--- src/rtl/hazard_scoreboard_pkg.sv ---
// rtl/hazard_scoreboard_pkg.sv - shared encodings and default sizes for the hazard scoreboard
package hazard_scoreboard_pkg;

    localparam int DEF_NREG = 32;
    localparam int DEF_AW   = 5;
    localparam int DEF_CW   = 6;

    localparam logic [1:0] FWD_RF = 2'b00;
    localparam logic [1:0] FWD_M  = 2'b10;
    localparam logic [1:0] FWD_W  = 2'b01;

endpackage

--- src/rtl/hazard_scoreboard_mc_scoreboard.sv ---
// rtl/hazard_scoreboard_mc_scoreboard.sv - pending bits, latency counter and completion pulse
module mc_scoreboard
    import hazard_scoreboard_pkg::*;
#(
    parameter int NREG = DEF_NREG,
    parameter int AW   = DEF_AW,
    parameter int CW   = DEF_CW
) (
    input  logic            clk,
    input  logic            rst,
    input  logic            issue,
    input  logic [AW-1:0]   issueRd,
    input  logic            issueFp,
    input  logic [CW-1:0]   issueLat,
    output logic [NREG-1:0] pendInt,
    output logic [NREG-1:0] pendFp,
    output logic [CW-1:0]   busyCnt,
    output logic            mcWb,
    output logic [AW-1:0]   mcRd,
    output logic            mcFp
);

    logic [NREG-1:0] pendIntNext;
    logic [NREG-1:0] pendFpNext;
    logic [CW-1:0]   issueLatEff;

    // Completion is the last counted cycle of the in-flight op.
    assign mcWb        = (busyCnt == CW'(1));
    assign issueLatEff = (issueLat == '0) ? CW'(1) : issueLat;

    // Clear the completing destination first, then apply the new issue so it wins on the same register.
    always_comb begin
        pendIntNext = pendInt;
        pendFpNext  = pendFp;
        if (mcWb) begin
            if (mcFp) pendFpNext[mcRd]  = 1'b0;
            else      pendIntNext[mcRd] = 1'b0;
        end
        if (issue) begin
            if (issueFp)              pendFpNext[issueRd]  = 1'b1;
            else if (issueRd != '0)   pendIntNext[issueRd] = 1'b1;
        end
    end

    // Scoreboard state; reset discards any in-flight op without a completion pulse.
    always_ff @(posedge clk or negedge rst) begin
        if (!rst) begin
            pendInt <= '0;
            pendFp  <= '0;
            busyCnt <= '0;
            mcRd    <= '0;
            mcFp    <= 1'b0;
        end else begin
            pendInt <= pendIntNext;
            pendFp  <= pendFpNext;
            if (issue)              busyCnt <= issueLatEff;
            else if (busyCnt != '0) busyCnt <= busyCnt - CW'(1);
            if (issue) begin
                mcRd <= issueRd;
                mcFp <= issueFp;
            end
        end
    end

endmodule

--- src/rtl/hazard_scoreboard.sv ---
// rtl/hazard_scoreboard.sv - forwarding, load-use/RAW/WAW/structural stalls and branch flush
module hazard_scoreboard
    import hazard_scoreboard_pkg::*;
#(
    parameter int NREG = DEF_NREG,
    parameter int AW   = DEF_AW,
    parameter int CW   = DEF_CW
) (
    input  logic          clk,
    input  logic          rst,
    input  logic          issue_d,
    input  logic [AW-1:0] rs1_d,
    input  logic [AW-1:0] rs2_d,
    input  logic          rs1fp_d,
    input  logic          rs2fp_d,
    input  logic [AW-1:0] rd_d,
    input  logic          rdfp_d,
    input  logic          wr_d,
    input  logic          mc_d,
    input  logic [CW-1:0] mclat_d,
    input  logic [AW-1:0] rs1_e,
    input  logic [AW-1:0] rs2_e,
    input  logic          rs1fp_e,
    input  logic          rs2fp_e,
    input  logic [AW-1:0] rd_e,
    input  logic          rdfp_e,
    input  logic          wr_e,
    input  logic          load_e,
    input  logic          pcsrc_e,
    input  logic [AW-1:0] rd_m,
    input  logic          rdfp_m,
    input  logic          wr_m,
    input  logic [AW-1:0] rd_w,
    input  logic          rdfp_w,
    input  logic          wr_w,
    output logic [1:0]    fwd_a_e,
    output logic [1:0]    fwd_b_e,
    output logic          stall_f,
    output logic          stall_d,
    output logic          flush_d,
    output logic          flush_e,
    output logic          mc_wb,
    output logic [AW-1:0] mc_rd,
    output logic          mc_fp,
    output logic          mc_busy
);

    logic [NREG-1:0] pendInt;
    logic [NREG-1:0] pendFp;
    logic [CW-1:0]   busyCnt;
    logic            loadUse, rawHz, wawHz, structHz, hz, issueMc;
    logic            pendRs1, pendRs2, pendRd, wbSameRd;

    // x0 is hardwired zero and never produces a match; f0 is an ordinary register.
    function automatic logic srcMatch(input logic en, input logic [AW-1:0] dst, input logic dstFp,
                                      input logic [AW-1:0] src, input logic srcFp);
        return en && (dst == src) && (dstFp == srcFp) && ((src != '0) || srcFp);
    endfunction

    // Forward select: the younger M-stage result takes priority over W.
    always_comb begin
        fwd_a_e = FWD_RF;
        fwd_b_e = FWD_RF;
        if (srcMatch(wr_m, rd_m, rdfp_m, rs1_e, rs1fp_e))      fwd_a_e = FWD_M;
        else if (srcMatch(wr_w, rd_w, rdfp_w, rs1_e, rs1fp_e)) fwd_a_e = FWD_W;
        if (srcMatch(wr_m, rd_m, rdfp_m, rs2_e, rs2fp_e))      fwd_b_e = FWD_M;
        else if (srcMatch(wr_w, rd_w, rdfp_w, rs2_e, rs2fp_e)) fwd_b_e = FWD_W;
    end

    assign pendRs1  = rs1fp_d ? pendFp[rs1_d] : pendInt[rs1_d];
    assign pendRs2  = rs2fp_d ? pendFp[rs2_d] : pendInt[rs2_d];
    assign pendRd   = rdfp_d  ? pendFp[rd_d]  : pendInt[rd_d];
    // A destination completing this cycle is retired before a new writer to it can land.
    assign wbSameRd = mc_wb && (mc_rd == rd_d) && (mc_fp == rdfp_d);

    // Hazard detection and pipeline control; a taken branch overrides every stall.
    always_comb begin
        loadUse  = issue_d && load_e &&
                   (srcMatch(wr_e, rd_e, rdfp_e, rs1_d, rs1fp_d) ||
                    srcMatch(wr_e, rd_e, rdfp_e, rs2_d, rs2fp_d));
        rawHz    = issue_d && (pendRs1 || pendRs2);
        wawHz    = issue_d && wr_d && pendRd && !wbSameRd;
        structHz = issue_d && mc_d && (busyCnt > CW'(1));
        hz       = loadUse || rawHz || wawHz || structHz;
        stall_f  = pcsrc_e ? 1'b0 : hz;
        stall_d  = pcsrc_e ? 1'b0 : hz;
        flush_d  = pcsrc_e;
        flush_e  = pcsrc_e ? 1'b1 : hz;
        issueMc  = issue_d && !stall_d && !pcsrc_e && mc_d && wr_d;
    end

    mc_scoreboard #(.NREG(NREG), .AW(AW), .CW(CW)) u_mc (
        .clk      (clk),
        .rst      (rst),
        .issue    (issueMc),
        .issueRd  (rd_d),
        .issueFp  (rdfp_d),
        .issueLat (mclat_d),
        .pendInt  (pendInt),
        .pendFp   (pendFp),
        .busyCnt  (busyCnt),
        .mcWb     (mc_wb),
        .mcRd     (mc_rd),
        .mcFp     (mc_fp)
    );

    assign mc_busy = (busyCnt != '0);

endmodule

--- config.mk ---
export PLATFORM = sky130hd
export DESIGN_NAME = hazard_scoreboard
export DESIGN_NICKNAME = d
export VERILOG_FILES = /design/src/rtl/hazard_scoreboard_pkg.sv /design/src/rtl/hazard_scoreboard_mc_scoreboard.sv /design/src/rtl/hazard_scoreboard.sv
export SDC_FILE = /design/constraint.sdc
export NUM_CORES = 1
export LEC_CHECK = 0
export ABC_AREA = 1
export BUFFER_PORTS_ARGS = -buffer_cell sky130_fd_sc_hd__buf_2
export CAP_MARGIN = 10
export CORE_MARGIN = 1
export CORE_UTILIZATION = 41
export CTS_BUF_LIST = sky130_fd_sc_hd__clkbuf_8
export CTS_CLUSTER_DIAMETER = 50
export DETAILED_ROUTE_END_ITERATION = 7
export PLACE_DENSITY = 0.56
export SYNTH_ARGS = -nofsm -noshare
export SYNTH_HDL_FRONTEND = slang
export SYNTH_SLANG_ARGS = --single-unit
--- constraint.sdc ---
create_clock -name clk -period 2.8 [get_ports clk]
set_input_delay 0.56 -clock clk [delete_from_list [all_inputs] [get_ports clk]]
set_output_delay 0.56 -clock clk [all_outputs]
set_load 0.005 [all_outputs]
==> out/metrics.csv <==
metric,value,unit
port_buffers,79,
clock-root-buffer,clkbuf_8,
synth.distinct_cells,38,
die_w,131,µm
slew_headroom,43.9,%
synth.avg_cell_area,6.03,µm²
p_clk_share,27.6,%
core,16100,µm²
arrival,2150,ps
max_cap_violations,0,
fin_skew,8.20,ps
hold_viol,0,
layout_common_cells,"nand2_1 (355), nand3_1 (115), inv_1 (104), nor2_1 (99)",
die_h,131,µm
diodes,0,
fin_cells,1448,
nets,1295,
grt_pass1_vias,7245,
setup.worst_path.class,in2out,
post-route-min-period,2710,ps
via_count,8118,
worstReg2RegStart,u_mc.busyCnt[4]$_DFFE_PN0P_,
dp_cells,1424,
p_int,0.00232,W
wl_per_cell,18.9,µm
min_path_type,in2async,
startpoint,rd_d[0],
critPathCapture,flush_e,
fmax,0.369,GHz
place_hpwl,19400,µm
clock-sinks,76,
cts_buffers,9,
first_pass_iters,6,
path_clk_slew,80,ps
cts-hold-fix-buffers,0,
clk_path_buf_depth,2,
synth_fp_nets,1203,
htreeDepth,3,
ff2ff_path_depth,16,
syn_inst,1136,
fill_cells,1758,
layout.cells.most_common,nand2_1,
rows,46,
drt_wl_total,27300,µm
crit_fanout,11,
ant_nets,0,
drc_errors,0,
overflow,0,
async_reset_ff_share,100,%
initial_utilization,42.5,%
grt_pass1_wl,42000,µm
gp_congestion,0.936,
leakage,4.25,nW
yosys_most_used_dff,dfrtp_1,
clk_latency,370,ps
period_share,96.9,%
drtIter0Drc,932,
grt_max_degree,53,
comb_power_share,35.7,%
ys_ff_latch,76,
ios,80,
drive_gt1_share,16.5,%
synth-edff-count,0,
netlist_area,6850,µm²
outcome,"complete, no violations",
cp.required,2240,ps
swShare,38.6,%
via_per_inst,5.61,
ir_worst_vdd,340,µV
ys_warn_count,0,
r2r-end,u_mc.pendFp[14]$_DFF_PN0_,
gr-usage-all-layers,31.4,%
r2r_setup_slack,380,ps
drv_slew,0,
area_growth_syn_to_layout,19.8,%
worstSetupStartpointType,input port,
setup_violations,0,
p_seq_share,36.7,%
tritoncts,yes,
dieArea,17200,µm²
switching_power,0.00146,W
p_per_area,461,nW/µm²
cp-end-kind,output pin,
dpl-instance-area,7740,µm²
final_area,8200,µm²
synth-seq-area-share,27.8,%
worst_pin_slew,841,ps
antenna_found_initial,0,
logic make-up after synthesis:
family / share of synthesized area [%]
simple gates: 38.2
compound gates: 19.2
buf+inv: 11.3
flops: 27.8
xor+xnor: 2.94
fa+ha+maj: 0.548
critical path, stage by stage:
cell and delay, ps:
buf_6 130, inv_2 60, buf_12 140, nand2_1 50, nand2_1 50, nand2_1 50, nand2_1 70, nand2_1 110
nand2_1 80, nor2_2 140, nand3_1 100, nand3_2 90, nand2_2 60, nor2_4 110, nand2_1 70, nand2_2 90
nand2_1 50, buf_2 120
power groups by stage:
stage          Clock [W]  Combinational [W]  Sequential (W)
2_1_floorplan          0           0.000808         0.00134
3_3_place_gp           0            0.00126         0.00140
3_5_place_dp           0            0.00126         0.00140
4_1_cts          0.00105            0.00128         0.00138
5_1_grt          0.00109            0.00149         0.00140
6_report         0.00104            0.00135         0.00139
worst min-delay path by stage:
stage | end | slack (ps) | cells past startpoint
after global placement | u_mc.busyCnt[1]$_DFFE_PN0P_ | 540 | 2
after CTS | u_mc.pendFp[26]$_DFF_PN0_ | 180 | 1
after global routing | u_mc.pendInt[13]$_DFF_PN0_ | 190 | 1
after detailed placement | u_mc.busyCnt[1]$_DFFE_PN0P_ | 540 | 2
after floorplan | u_mc.busyCnt[0]$_DFFE_PN0P_ | 260 | 0
final | u_mc.pendFp[22]$_DFF_PN0_ | 160 | 1
cells in the mapped netlist (3+ instances only):
master	number	area, µm²
a31o_2	4	35.0
nor2_1	105	394
o22ai_1	25	156
o211ai_1	30	225
clkbuf_1	23	86.3
o31ai_1	3	22.5
o2111ai_1	3	26.3
o21ai_0	34	170
inv_1	111	417
buf_4	5	37.5
dfrtp_1	76	1900
o21ai_1	27	135
inv_2	8	30.0
xor2_1	12	105
a221oi_1	3	26.3
nor3_1	31	155
clkinv_1	5	18.8
xnor2_1	11	96.3
nand2_1	359	1350
a21oi_1	54	270
nand3_1	119	596
buf_2	32	160
ha_1	3	37.5
a21o_1	25	188
a21boi_0	3	22.5
nand4_1	9	56.3
sequential cells by signal, indices dropped and copies added, names as in the netlist:
name / flops
u_mc.mcRd: 5
u_mc.pendFp: 32
u_mc.mcFp: 1
u_mc.busyCnt: 6
u_mc.pendInt: 32
layer usage:
| layer | part of all wire, % | GRT usage [%] |
|---|---|---|
| met5 | 0 | 0 |
| met3 | 10 | 4.36 |
| met1 | 45 | 47.4 |
| met2 | 43 | 46.3 |
| met4 | 2.1 | 8.30 |
metrics by stage:
| stage | total power [W] | hold WS, ps | utilization [%] | setup TNS (ps) | setup WS, ps |
|---|---|---|---|---|---|
| 2_1_floorplan | 0.00215 | 264 | - | 0 | 301 |
| 3_3_place_gp | 0.00266 | 536 | 48.0 | 0 | 4.67 |
| 3_5_place_dp | 0.00265 | 540 | 48.0 | -62.1 | -21.4 |
| 4_1_cts | 0.00371 | 176 | 49.6 | 0 | 10.9 |
| 5_1_grt | 0.00399 | 192 | 50.9 | -72.9 | -41.7 |
| 6_report | 0.00378 | 157 | 50.9 | 0 | 86.8 |
cell type report:
cell class / instances / area, µm² / share of cell area (%)
timing repair inverter: 1 / 5.00 / 0.0610
clock inverter: 5 / 100 / 1.22
timing repair buffer: 142 / 1070 / 13.1
clock buffer: 10 / 138 / 1.68
multi-input combinational: 874 / 4240 / 51.7
inverter: 124 / 475 / 5.80
sequential: 76 / 1900 / 23.2
tap: 216 / 270 / 3.30
repair_timing:
| action | CTS | global route |
|---|---|---|
| buffers inserted | 1 | 3 |
| gates resized for setup | 6 | 32 |
| pin swaps | 1 | 6 |
| setup endpoints to repair | 3 | 3 |
| gates cloned | 0 | 5 |
Note: power is estimated with default switching activity, not from simulation.
